<file path="src/rtl/traffic_light_pkg.sv">
// Shared encodings for the traffic light controller and its monitor:
// lamp patterns, tracked-phase codes, fault causes and FSM states.
package traffic_light_pkg;

  // Lamp patterns as driven by the controller
  localparam logic [3:0] LAMP_P0     = 4'b1000;
  localparam logic [3:0] LAMP_P1     = 4'b0100;
  localparam logic [3:0] LAMP_P2     = 4'b0010;
  localparam logic [3:0] LAMP_ALL_ON = 4'b1111;

  // Tracked phase as reported on the phase output
  localparam logic [1:0] PH_P0   = 2'd0;
  localparam logic [1:0] PH_P1   = 2'd1;
  localparam logic [1:0] PH_P2   = 2'd2;
  localparam logic [1:0] PH_IDLE = 2'd3;

  // Fault causes; only the first one after a clear is kept
  localparam logic [2:0] FC_NONE      = 3'd0;
  localparam logic [2:0] FC_ILLEGAL   = 3'd1;
  localparam logic [2:0] FC_BAD_TRANS = 3'd2;
  localparam logic [2:0] FC_TOO_SHORT = 3'd3;
  localparam logic [2:0] FC_TOO_LONG  = 3'd4;

  // Monitor FSM states
  typedef logic [2:0] state_t;
  localparam state_t ST_IDLE  = 3'd0;
  localparam state_t ST_P0    = 3'd1;
  localparam state_t ST_P1    = 3'd2;
  localparam state_t ST_P2    = 3'd3;
  localparam state_t ST_FAULT = 3'd4;

  // Decoded lamp class; the three phase classes share values with PH_*
  typedef enum logic [2:0] {
    LC_P0      = 3'd0,
    LC_P1      = 3'd1,
    LC_P2      = 3'd2,
    LC_ALL_ON  = 3'd3,
    LC_ILLEGAL = 3'd4
  } lamp_cls_t;

  function automatic lamp_cls_t decode_lamp(input logic [3:0] l);
    case (l)
      LAMP_P0:     return LC_P0;
      LAMP_P1:     return LC_P1;
      LAMP_P2:     return LC_P2;
      LAMP_ALL_ON: return LC_ALL_ON;
      default:     return LC_ILLEGAL;
    endcase
  endfunction

  // Legal successor of a running phase (P0->P1->P2->P0)
  function automatic logic [1:0] succ_phase(input logic [1:0] p);
    case (p)
      PH_P0:   return PH_P1;
      PH_P1:   return PH_P2;
      PH_P2:   return PH_P0;
      default: return PH_IDLE;
    endcase
  endfunction

endpackage

</file>
<file path="src/rtl/traffic_dwell_counter.sv">
// Saturating dwell counter: clear has priority, then load-to-1,
// then increment; otherwise the count holds.
module traffic_dwell_counter #(
  parameter int CNT_W = 8
) (
  input  logic             clk,
  input  logic             i_clr,
  input  logic             i_load1,
  input  logic             i_inc,
  output logic [CNT_W-1:0] o_cnt
);

  logic [CNT_W-1:0] r_cnt;

  // Count update; saturates at all-ones so it can never wrap
  always_ff @(posedge clk) begin
    if (i_clr)
      r_cnt <= '0;
    else if (i_load1)
      r_cnt <= CNT_W'(1);
    else if (i_inc && (r_cnt != '1))
      r_cnt <= r_cnt + 1'b1;
  end

  assign o_cnt = r_cnt;

endmodule

</file>
<file path="src/rtl/traffic_light_monitor.sv">
// Watches the lamp pattern from the traffic controller, tracks the
// P0->P1->P2 rotation, checks per-phase dwell limits, counts completed
// rounds and latches the first fault until cleared.
module traffic_light_monitor
  import traffic_light_pkg::*;
#(
  parameter int MIN_DWELL = 3,
  parameter int MAX_DWELL = 16,
  parameter int CNT_W     = 8
) (
  input  logic             clk,
  input  logic             res,
  input  logic [3:0]       light,
  input  logic             clr,
  output logic [1:0]       phase,
  output logic [CNT_W-1:0] dwell,
  output logic [CNT_W-1:0] cycle_count,
  output logic             cycle_done,
  output logic             fault,
  output logic [2:0]       fault_code
);

  state_t           r_state;
  logic [1:0]       r_phase;
  logic [2:0]       r_code;
  logic             r_fault;
  logic             r_done;
  logic [CNT_W-1:0] r_cycles;
  logic [CNT_W-1:0] w_dwell;

  lamp_cls_t        w_cls;
  logic [1:0]       w_lph;
  state_t           w_nstate;
  logic [1:0]       w_nphase;
  logic [2:0]       w_ncode;
  logic             w_load1;
  logic             w_inc;
  logic             w_zero;
  logic             w_done;
  logic             w_cnt_clr;

  assign w_cls = decode_lamp(light);
  assign w_lph = w_cls[1:0];

  // Next-state decision for the sampled lamp pattern
  always_comb begin
    w_nstate = r_state;
    w_nphase = r_phase;
    w_ncode  = r_code;
    w_load1  = 1'b0;
    w_inc    = 1'b0;
    w_zero   = 1'b0;
    w_done   = 1'b0;
    case (r_state)
      ST_IDLE: begin
        if (w_cls == LC_P0) begin
          w_nstate = ST_P0;
          w_nphase = PH_P0;
          w_load1  = 1'b1;
        end else if (w_cls == LC_ILLEGAL) begin
          w_nstate = ST_FAULT;
          w_ncode  = FC_ILLEGAL;
        end else if (w_cls != LC_ALL_ON) begin
          // P1/P2 without a preceding P0
          w_nstate = ST_FAULT;
          w_ncode  = FC_BAD_TRANS;
        end
      end
      ST_P0, ST_P1, ST_P2: begin
        if (w_cls == LC_ILLEGAL) begin
          w_nstate = ST_FAULT;
          w_ncode  = FC_ILLEGAL;
        end else if (w_cls == LC_ALL_ON) begin
          w_nstate = ST_IDLE;
          w_nphase = PH_IDLE;
          w_zero   = 1'b1;
        end else if (w_lph == r_phase) begin
          if (w_dwell == CNT_W'(MAX_DWELL)) begin
            w_nstate = ST_FAULT;
            w_ncode  = FC_TOO_LONG;
          end else begin
            w_inc = 1'b1;
          end
        end else if (w_lph == succ_phase(r_phase)) begin
          if (w_dwell < CNT_W'(MIN_DWELL)) begin
            w_nstate = ST_FAULT;
            w_ncode  = FC_TOO_SHORT;
          end else begin
            w_nstate = state_t'({1'b0, w_lph} + 3'd1);
            w_nphase = w_lph;
            w_load1  = 1'b1;
            w_done   = (r_phase == PH_P2);
          end
        end else begin
          w_nstate = ST_FAULT;
          w_ncode  = FC_BAD_TRANS;
        end
      end
      default: ; // FAULT: everything frozen until clr
    endcase
  end

  // Reset and clear both wipe the dwell count; ALL_ON returns it to zero
  assign w_cnt_clr = res | clr | w_zero;

  traffic_dwell_counter #(.CNT_W(CNT_W)) u_dwell (
    .clk     (clk),
    .i_clr   (w_cnt_clr),
    .i_load1 (w_load1 & ~res & ~clr),
    .i_inc   (w_inc & ~res & ~clr),
    .o_cnt   (w_dwell)
  );

  // State, phase, fault and round bookkeeping; clr discards the sample
  always_ff @(posedge clk) begin
    if (res || clr) begin
      r_state  <= ST_IDLE;
      r_phase  <= PH_IDLE;
      r_code   <= FC_NONE;
      r_fault  <= 1'b0;
      r_done   <= 1'b0;
      r_cycles <= '0;
    end else begin
      r_state <= w_nstate;
      r_phase <= w_nphase;
      r_code  <= w_ncode;
      r_fault <= (w_nstate == ST_FAULT);
      r_done  <= w_done;
      if (w_done && (r_cycles != '1))
        r_cycles <= r_cycles + 1'b1;
    end
  end

  assign phase       = r_phase;
  assign dwell       = w_dwell;
  assign cycle_count = r_cycles;
  assign cycle_done  = r_done;
  assign fault       = r_fault;
  assign fault_code  = r_code;

endmodule

</file>
<file path="config.mk">
export PLATFORM = sky130hd
export DESIGN_NAME = traffic_light_monitor
export DESIGN_NICKNAME = d
export VERILOG_FILES = /design/src/rtl/traffic_light_pkg.sv /design/src/rtl/traffic_dwell_counter.sv /design/src/rtl/traffic_light_monitor.sv
export SDC_FILE = /design/constraint.sdc
export NUM_CORES = 1
export LEC_CHECK = 0
export ABC_AREA = 1
export CAP_MARGIN = 10
export CORE_MARGIN = 2
export CORE_UTILIZATION = 49
export CTS_CLUSTER_SIZE = 14
export DETAILED_ROUTE_END_ITERATION = 10
export GPL_TIMING_DRIVEN = 0
export PLACE_DENSITY = 0.78
export SYNTH_ARGS = -nofsm -noshare
export SYNTH_HDL_FRONTEND = slang
export SYNTH_SLANG_ARGS = --single-unit
</file>
<file path="constraint.sdc">
create_clock -name clk -period 1.7 [get_ports clk]
set_input_delay 0.255 -clock clk [delete_from_list [all_inputs] [get_ports clk]]
set_output_delay 0.255 -clock clk [all_outputs]
set_load 0.01 [all_outputs]
</file>
Word-level counts from Yosys, hierarchy flattened. Index checks and enable logic that the tools add are counted.

$add $sub $neg: 3. $lt $le $gt $ge: 1. Equality and inequality tests: 28. Muxes and demuxes: 56. Bitwise gates (word level): 8. Reductions and logical operators: 12.

Operators by type and width (count): two-way mux 3 bit (18); two-way mux 1 bit (22); two-way mux 2 bit (10); adder 8 x 1 -> 8 bit, second input constant (2); inequality test 8 bit, second input constant (2); inequality test 3 bit, second input constant (5); one-hot mux 3 bit (2 select lines) (2); one-hot mux 3 bit (4 select lines) (1); AND reduction 6 bit (2); == test 3 x 2 -> 1 bit, second input constant (3); == test 4 bit, second input constant (2); == test 8 x 5 -> 1 bit, second input constant (1); < comparator 8 x 2 -> 1 bit, second input constant (1); == test 3 bit, second input constant (2); zero test 3 bit (2); inequality test 2 bit, second input constant (3); one-hot mux 2 bit (3 select lines) (1); inequality test 5 bit, second input constant (1); bitwise AND 1 bit (4); == test 2 bit (2); == test 4 x 2 -> 1 bit, second input constant (1); == test 4 x 3 -> 1 bit, second input constant (1); inequality test 4 bit, second input constant (1); one-hot mux 2 bit (2 select lines) (1); other kinds (14) (18).

Register bits after elaboration: 26. Input port bits: 7. Output and inout port bits: 23. Logic and storage cells: 116.

Logic depth before layout (Yosys ltp). Gate-level depths: netlist of run 1.

Word-level depth: 16. Depth in mapped cells: 14.

By module. From an unflattened synthesis of run 1, not the netlist that was laid out.

Cell total of the unflattened synthesis: 282. Area total of the unflattened synthesis: 1860.5 um^2.

By module, submodules not included: traffic_light_monitor (times used 1, cells each 212, area an instance 1396.3 um^2); traffic_dwell_counter (times used 1, cells each 70, area an instance 464.2 um^2).

Worst setup path before layout of run 1. No wires, ideal clock.

Path kind: in2reg. Start: input light[1]. End: register u_dwell.r_cnt[6], in the netlist u_dwell.o_cnt[6]. Arrival time: 1.669 ns. Required time: 1.584 ns. Setup slack: -0.084 ns. Stages: 13. Buffers on the path: 1. Cells stage by stage: nand2_1 > inv_2 > nand2_8 > nand2_2 > ha_1 > clkbuf_1 > nor2_2 > o21a_1 > nand3_2 > nor2_1 > nand2_1 > nand2_1 > nor2_1.

Word-level cells in the longest chain between the ends: 11. Elaborated cells on any way between the ends: 30. Those cells by class: 8 x eq/ne; 14 x mux; 5 x bitwise; 3 x reduce/logical.

Ends and longest elaborated chain: start, declared (RTL line traffic_light_monitor.sv:13) `input logic [3:0] light,`; == test 4 bit, or another cell as far along (RTL line traffic_light_pkg.sv:42) `case (l)`; one-hot mux 3 bit (4 select lines) * (RTL line traffic_light_pkg.sv:42); == test 2 bit (RTL line traffic_light_monitor.sv:84) `end else if (w_lph == succ_phase(r_phase)) begin`; two-way mux 1 bit (RTL line traffic_light_monitor.sv:84); two-way mux 1 bit (RTL line traffic_light_monitor.sv:77) `end else if (w_lph == r_phase) begin`; two-way mux 1 bit (RTL line traffic_light_monitor.sv:73) `end else if (w_cls == LC_ALL_ON) begin`; two-way mux 1 bit (RTL line traffic_light_monitor.sv:70) `if (w_cls == LC_ILLEGAL) begin`; one-hot mux 1 bit (2 select lines) (RTL line traffic_light_monitor.sv:54) `case (r_state)`; bitwise AND 1 bit (2 in a row) (RTL line traffic_light_monitor.sv:109) `.i_load1 (w_load1 & ~res & ~clr),`; OR reduction 2 bit (no line); end signal, assigned (RTL line traffic_dwell_counter.sv:22) `r_cnt <= r_cnt + 1'b1;`; end, declared (RTL line traffic_dwell_counter.sv:13) `logic [CNT_W-1:0] r_cnt;`.

Every way passes the cells marked *; elsewhere a longest branch is shown, timed or not. A chain may end at the register's enable or synchronous reset.

Worst setup path in the final report of run 1.
Start: register r_phase[1], in the netlist phase[1]. End: register u_dwell.r_cnt[0], in the netlist u_dwell.o_cnt[0].

Word-level cells in the longest chain between the ends: 15. Elaborated cells on any way between the ends: 26. Those cells by class: 4 x eq/ne; 15 x mux; 4 x bitwise; 3 x reduce/logical.

Ends and longest elaborated chain: start, declared (RTL line traffic_light_monitor.sv:24) `logic [1:0] r_phase;`; start signal, assigned (RTL line traffic_light_monitor.sv:125) `r_phase <= w_nphase;`; == test 2 bit, or another cell as far along (RTL line traffic_light_pkg.sv:53) `case (p)`; one-hot mux 2 bit (3 select lines) (RTL line traffic_light_pkg.sv:53); two-way mux 2 bit (RTL line traffic_light_monitor.sv:77); two-way mux 2 bit (RTL line traffic_light_monitor.sv:73); two-way mux 2 bit (RTL line traffic_light_monitor.sv:70); two-way mux 2 bit (RTL line traffic_light_monitor.sv:54); == test 2 bit (RTL line traffic_light_monitor.sv:84); two-way mux 1 bit (RTL line traffic_light_monitor.sv:84); two-way mux 1 bit (RTL line traffic_light_monitor.sv:77); two-way mux 1 bit (RTL line traffic_light_monitor.sv:73); two-way mux 1 bit (RTL line traffic_light_monitor.sv:70); one-hot mux 1 bit (2 select lines) (RTL line traffic_light_monitor.sv:54); bitwise AND 1 bit (2 in a row) (RTL line traffic_light_monitor.sv:109); two-way mux 1 bit / nonzero test 2 bit (equally long branches).

Parallel ways exist; a longest one is shown, timed or not. The select of a mux whose other input is x is not followed.

==> impl_metrics.py, run 1 <==
metrics = {
    "global_route": {
        "grtUsageMet2": 0.360,
        "met3_usage": 0.0283,
        "grt.overflow.total": 0,
        "grt_pass1_wl_um": 7840,
        "grtUsageTotal": 0.221,
        "top_usage_layer": "met2",
        "grt_max_degree": 16,
        "grt.met1_usage": 0.295,
        "grt_antenna_before_repair": 0,
        "grt_pass1_vias": 1791,
    },
    "placement": {
        "place_congestion": 0.879,
        "placed_cells": 364,
        "dpl_cell_area_mm2": 0.00235,
        "dpl_worst_slack_ps": -760,
        "portBuffers": 29,
        "dp_hpwl_um": 3160,
    },
    "run": {
        "maxCapViolCount": 0,
    },
    "setup_path": {
        "slowest_delay_ps": 400,
        "cp.arrival_ps": 2020,
        "crit_buf_inv": 3,
        "crit_path_start_kind": "flop",
        "worstPathRequired_ps": 1900,
        "cp_common_cell": "inv_2",
        "crit_chain": "inv_2 -> ha_2 -> nor2_2 -> nand3b_1 -> nand2_2 -> inv_2 -> nand3_4 -> nor2_8 -> o21ai_2 -> buf_4 -> a21oi_1",
        "crit_slowest_cell": "dfxtp_4",
        "worst-setup-path-type": "reg2reg",
        "crit_fanout": 5,
        "path_delay_family": "simple AND/OR/NAND/NOR gates",
        "endpoint_kind": "flop",
    },
    "sta": {
        "holdWs_ps": 498,
        "drv_slew": 0,
        "layout_min_cycle_time_ps": 1820,
        "hold_viol_final": 0,
        "rsz0062_at_grt": "yes",
        "setup_slack_ps": -117,
        "setup_tns_ps": -874,
        "setup_viol": 19,
        "period_share": 1.07,
        "finalClockSkew_ps": 6.15,
        "max_freq_ghz": 0.550,
        "worst_pin_slew_ps": 467,
        "relSlewSlack": 0.688,
    },
    "routing": {
        "wl_per_cell_um": 13.7,
        "first_pass_iters": 4,
        "detail_route.drc_violations": 0,
        "wl_um": 5420,
        "vias": 2124,
        "drtIter0Drc": 166,
        "antenna_left": 0,
        "viasPerCell": 5.38,
    },
    "synth": {
        "ys_warn_count": 0,
        "syn_area_mm2": 0.00198,
        "yosys.area.top_type_share": 0.262,
        "synth_nets": 300,
        "synth-xor-area-share": 0.0441,
        "yosys.area.top_type": "dfxtp_1",
        "seq_area_frac_synth": 0.262,
        "ys_types": 34,
        "synth_top_family_by_area": "simple AND/OR/NAND/NOR gates",
        "synth.area.mux_share": 0,
        "ys_top_cells_by_area": "dfxtp_1 26%, nand2_1 10%, inv_1 7.8%, nor2_1 7.0%, nand3_1 6.6%",
        "synth-simple-area-share": 0.479,
        "synth_compound_area_frac": 0.0757,
        "synthAdderAreaFrac": 0.0504,
        "ys_ff_latch": 26,
        "syn_inst": 285,
        "postSynthAreaPerCell_um2": 6.96,
    },
    "finish": {
        "ff_latch_area_um2": 531,
        "antennaDiodeCount": 0,
        "final_core_utilization": 0.716,
        "synthToLayoutAreaGrowth_pct": 42.3,
        "n_fill_cell": 287,
        "final_nets": 361,
        "final_area_mm2": 0.00282,
        "multi_input_area_mm2": 0.00149,
        "layout.cells.non_filler": 395,
        "layout-drive-gt1-share": 0.304,
    },
    "power": {
        "p_clk_frac": 0.367,
        "p_int_mw": 1.06,
        "vdd_ir_drop_max_v": 0.000420,
        "p_leak_nw": 1.21,
        "total_power_mw": 1.45,
        "p_sw_uw": 394,
        "p_per_area_mw_per_mm2": 513,
        "power_frac_seq": 0.434,
        "combPwrFrac": 0.199,
        "switching_share": 0.272,
    },
    "status": {
        "status": "finished with violations",
        "violations": "setup timing",
    },
    "die": {
        "core_area_mm2": 0.00394,
        "dieArea_mm2": 0.00458,
        "ios": 30,
        "fp.dieW_um": 67.6,
        "die_h_um": 67.6,
        "rows": 23,
        "start_util": 0.503,
    },
    "cts": {
        "hold_buffers": 0,
        "clockRootBuffer": "clkbuf_8",
        "cts_buffer_depth": 2,
        "clk_transition_reported_paths_ps": 100,
        "cts_tree": "done",
        "cts_buffers": 3,
        "htreeDepth": 1,
        "clock-sinks": 26,
        "clock_latency_ps": 280,
    },
    "min_path": {
        "hp-class": "reg2reg",
    },
}
cells in the final DEF, fill, tap and decap left out, types with 7 or more instances in the layout:
| cell | n |
|---|---|
| nor2_2 | 7 |
| inv_1 | 36 |
| nand4_1 | 18 |
| nand2_2 | 11 |
| nor2_1 | 28 |
| xor2_1 | 8 |
| buf_4 | 24 |
| dfxtp_1 | 22 |
| clkdlybuf4s50_1 | 25 |
| nand3_2 | 8 |
| nand2_1 | 48 |
| a21oi_1 | 12 |
| nand3_1 | 20 |
worst register-to-register path, stage by stage (launching register included):
cell and delay (ps):
dfxtp_4 400, inv_2 60, ha_2 160, nor2_2 120, nand3b_1 130, nand2_2 90
inv_2 100, nand3_4 110, nor2_8 180, o21ai_2 110, buf_4 150, a21oi_1 140
area by class of cell:
class / count / area share
clock inverters: 1 / 0.0106
plain buffers: 2 / 0.00310
flip-flops and latches: 26 / 0.188
multi-input cells: 214 / 0.526
inverters: 43 / 0.0589
repair buffers: 56 / 0.176
well taps: 50 / 0.0222
clock buffers: 3 / 0.0146
state kept, by name (all words and copies together), names as in the netlist:
signal and cells:
cycle_count 8, cycle_done 1, fault 1, fault_code 3
phase 2, r_state 3, u_dwell.o_cnt 8
power groups by stage:
| stage | clock (mW) | combinational (mW) | sequential, mW |
|---|---|---|---|
| 2_1_floorplan | 0 | 0.141 | 0.648 |
| 3_3_place_gp | 0 | 0.203 | 0.645 |
| 3_5_place_dp | 0 | 0.206 | 0.645 |
| 4_1_cts | 0.545 | 0.249 | 0.629 |
| 5_1_grt | 0.565 | 0.312 | 0.631 |
| 6_report | 0.532 | 0.288 | 0.629 |
synthesized netlist by cell type, drive strengths merged:
cell     n
ha       8
nor2    43
dfxtp   26
clkbuf   2
nand2   67
nand3b   3
or2      1
o21bai   1
a21boi   1
xor2     8
o311ai   1
o21ai   10
xnor2    2
a21oi   13
nor4     1
o21a     1
buf      1
nor3     3
inv     43
nand3   32
nand4   18
worst paths after layout:
check | startpoint | to | slack [ps] | depth (start not counted)
worst max-delay path | phase[1] | u_dwell.o_cnt[0] | -120 | 11
worst min-delay path | fault_code[1] | fault_code[1] | 500 | 2
worst max register to register | phase[1] | u_dwell.o_cnt[0] | -120 | 11
worst min register to register | fault_code[1] | fault_code[1] | 500 | 2
routing by layer:
metal  part of all wire  up-vias  wire length, µm
met2               0.49       70             2650
met1               0.44      987             2380
met5                  0        -                0
met4              0.030        0              163
li1                   -     1052                -
met3              0.041       15              221
timing repair:
item                                   CTS  global route
endpoints found under the hold margin    0             0
gates cloned                             1             0
setup endpoints to repair               25            25
setup buffers                           17            10
pin swaps                               25            25
gates resized for setup                 39            26
logic make-up (layout without fill, tap and decap cells):
group,count (synthesis),after routing
buffers and inverters,46,105
xor gates and xnor gates,10,10
adders and majority gates,8,8
and+or+nand+nor,168,169
AOI/OAI and AO/OA,27,27
DFF,26,26
(Power assumes the default switching activity.)
==> inputs of run 2 (changes only) <==
--- a/config.mk
+++ b/config.mk
@@ -13,6 +13,7 @@
 export DETAILED_ROUTE_END_ITERATION = 10
 export GPL_TIMING_DRIVEN = 0
 export PLACE_DENSITY = 0.78
+export SKIP_CTS_REPAIR_TIMING = 1
 export SYNTH_ARGS = -nofsm -noshare
 export SYNTH_HDL_FRONTEND = slang
 export SYNTH_SLANG_ARGS = --single-unit
==> run 2 against run 1 <==
Compared with the run above: first-iteration DRC count fell by 14%; register-to-register slack improved by 50 ps; via count fell by 2.2%; the flow still finishes with violations (setup timing); critical path type unchanged; core utilization fell by 2.8 points; maximum frequency rose by 2.6%; hold slack improved by 0.61 ps; cell count fell by 3.3%; critical path depth fell by 2; sequential cell count did not move; final area fell by 3.9%; power fell by 2.2%.
==> impl_metrics.py, run 2 (synthesis gave the netlist of run 1 again) <==
metrics = {
    "status": {
        "status": "finished with violations",
        "violations": "setup timing",
    },
    "setup_path": {
        "worstPathRequired_ps": 1860,
        "worst-setup-path-type": "reg2reg",
        "crit_slowest_cell": "dfxtp_4",
        "slowest_delay_ps": 420,
        "endpoint_kind": "flop",
        "crit_path_start_kind": "flop",
        "crit_chain": "inv_4 -> ha_4 -> nand3b_1 -> nand2_2 -> nand3_4 -> nor2_8 -> nand3_4 -> nand2_1 -> a21oi_1",
        "crit_fanout": 7,
        "cp_common_cell": "nand3_4",
        "cp.arrival_ps": 1930,
    },
    "finish": {
        "synthToLayoutAreaGrowth_pct": 36.8,
        "antennaDiodeCount": 0,
        "final_core_utilization": 0.689,
        "final_cell_mix": "47 x nand2_1, 37 x inv_1, 25 x nor2_1, 25 x clkdlybuf4s50_1, 23 x nand3_1",
        "final_area_mm2": 0.00272,
        "n_fill_cell": 309,
        "layout-drive-gt1-share": 0.268,
        "final_nets": 348,
        "layout_commonest_cell": "nand2_1",
        "layout.cells.non_filler": 382,
    },
    "sta": {
        "period_share": 1.04,
        "setup_viol": 14,
        "setup_tns_ps": -474,
        "setup_slack_ps": -71.7,
        "rsz0062_at_grt": "yes",
        "layout_min_cycle_time_ps": 1770,
        "worst_pin_slew_ps": 464,
        "hold_viol_final": 0,
        "max_freq_ghz": 0.564,
        "holdWs_ps": 499,
        "drv_slew": 0,
        "finalClockSkew_ps": 3.38,
        "relSlewSlack": 0.690,
    },
    "placement": {
        "place_congestion": 0.879,
        "portBuffers": 29,
        "dpl_worst_slack_ps": -760,
        "dpl_cell_area_mm2": 0.00235,
        "dp_hpwl_um": 3160,
        "placed_cells": 364,
    },
    "power": {
        "p_per_area_mw_per_mm2": 522,
        "vdd_ir_drop_max_v": 0.000437,
        "total_power_mw": 1.42,
        "p_leak_nw": 1.16,
    },
    "die": {
        "die_h_um": 67.6,
        "fp.dieW_um": 67.6,
        "dieArea_mm2": 0.00458,
        "core_area_mm2": 0.00394,
        "start_util": 0.503,
        "rows": 23,
        "ios": 30,
    },
    "routing": {
        "antenna_left": 0,
        "drtIter0Drc": 142,
        "viasPerCell": 5.44,
        "vias": 2077,
        "first_pass_iters": 4,
        "wl_per_cell_um": 13.3,
        "detail_route.drc_violations": 0,
        "wl_um": 5090,
    },
    "run": {
        "maxCapViolCount": 0,
    },
    "global_route": {
        "grt_pass1_vias": 1637,
        "grtUsageTotal": 0.198,
        "grt_pass1_wl_um": 7020,
        "grt.overflow.total": 0,
        "grt_antenna_before_repair": 0,
        "grt_max_degree": 16,
    },
    "cts": {
        "clock_latency_ps": 280,
        "clock-sinks": 26,
        "htreeDepth": 1,
        "cts_tree": "done",
        "cts_buffer_depth": 2,
        "clk_transition_reported_paths_ps": 100,
        "clockRootBuffer": "clkbuf_8",
        "cts_buffers": 3,
    },
    "min_path": {
        "hp-class": "reg2reg",
    },
}
-- run 2: worst paths after layout --
path	depth (start not counted)	to	startpoint	slack [ps]
hold / removal	2	fault_code[1]	fault_code[1]	500
setup / recovery	9	cycle_count[5]	phase[0]	-70
setup reg to reg	9	cycle_count[5]	phase[0]	-70
hold reg to reg	2	fault_code[1]	fault_code[1]	500
-- run 2: worst max-delay path, delay by kind of cell, from the launching register on --
kind / cells / cell delay [ps]
simple gates: 6 / 890
flops: 1 / 420
fa+ha+maj: 1 / 210
compound gates: 1 / 60
buf+inv: 1 / 50
-- run 2: area by class of cell --
| cell class | count | area [µm²] | share of cell area |
|---|---|---|---|
| multi-input cells | 214 | 1450 | 0.535 |
| flip-flops and latches | 26 | 531 | 0.195 |
| repair buffers | 43 | 422 | 0.155 |
| inverters | 43 | 169 | 0.0622 |
| well taps | 50 | 62.6 | 0.0230 |
| clock buffers | 3 | 41.3 | 0.0152 |
| clock inverters | 1 | 30.0 | 0.0111 |
| plain buffers | 2 | 8.76 | 0.00323 |
-- run 2: metal layers --
metal	routed length, µm	vias to the layer above	track usage
li1	-	1023	-
met1	2180	995	0.266
met2	2630	53	0.320
met3	206	6	0.0300
met4	74	0	0.0714
met5	0	-	0
-- run 2: report_power, final --
group	total [mW]	leakage, nW	switching, mW	internal [mW]
sequential	0.631	0.211	0.0130	0.618
combinational	0.249	0.915	0.151	0.0979
clock	0.537	0.0357	0.222	0.316
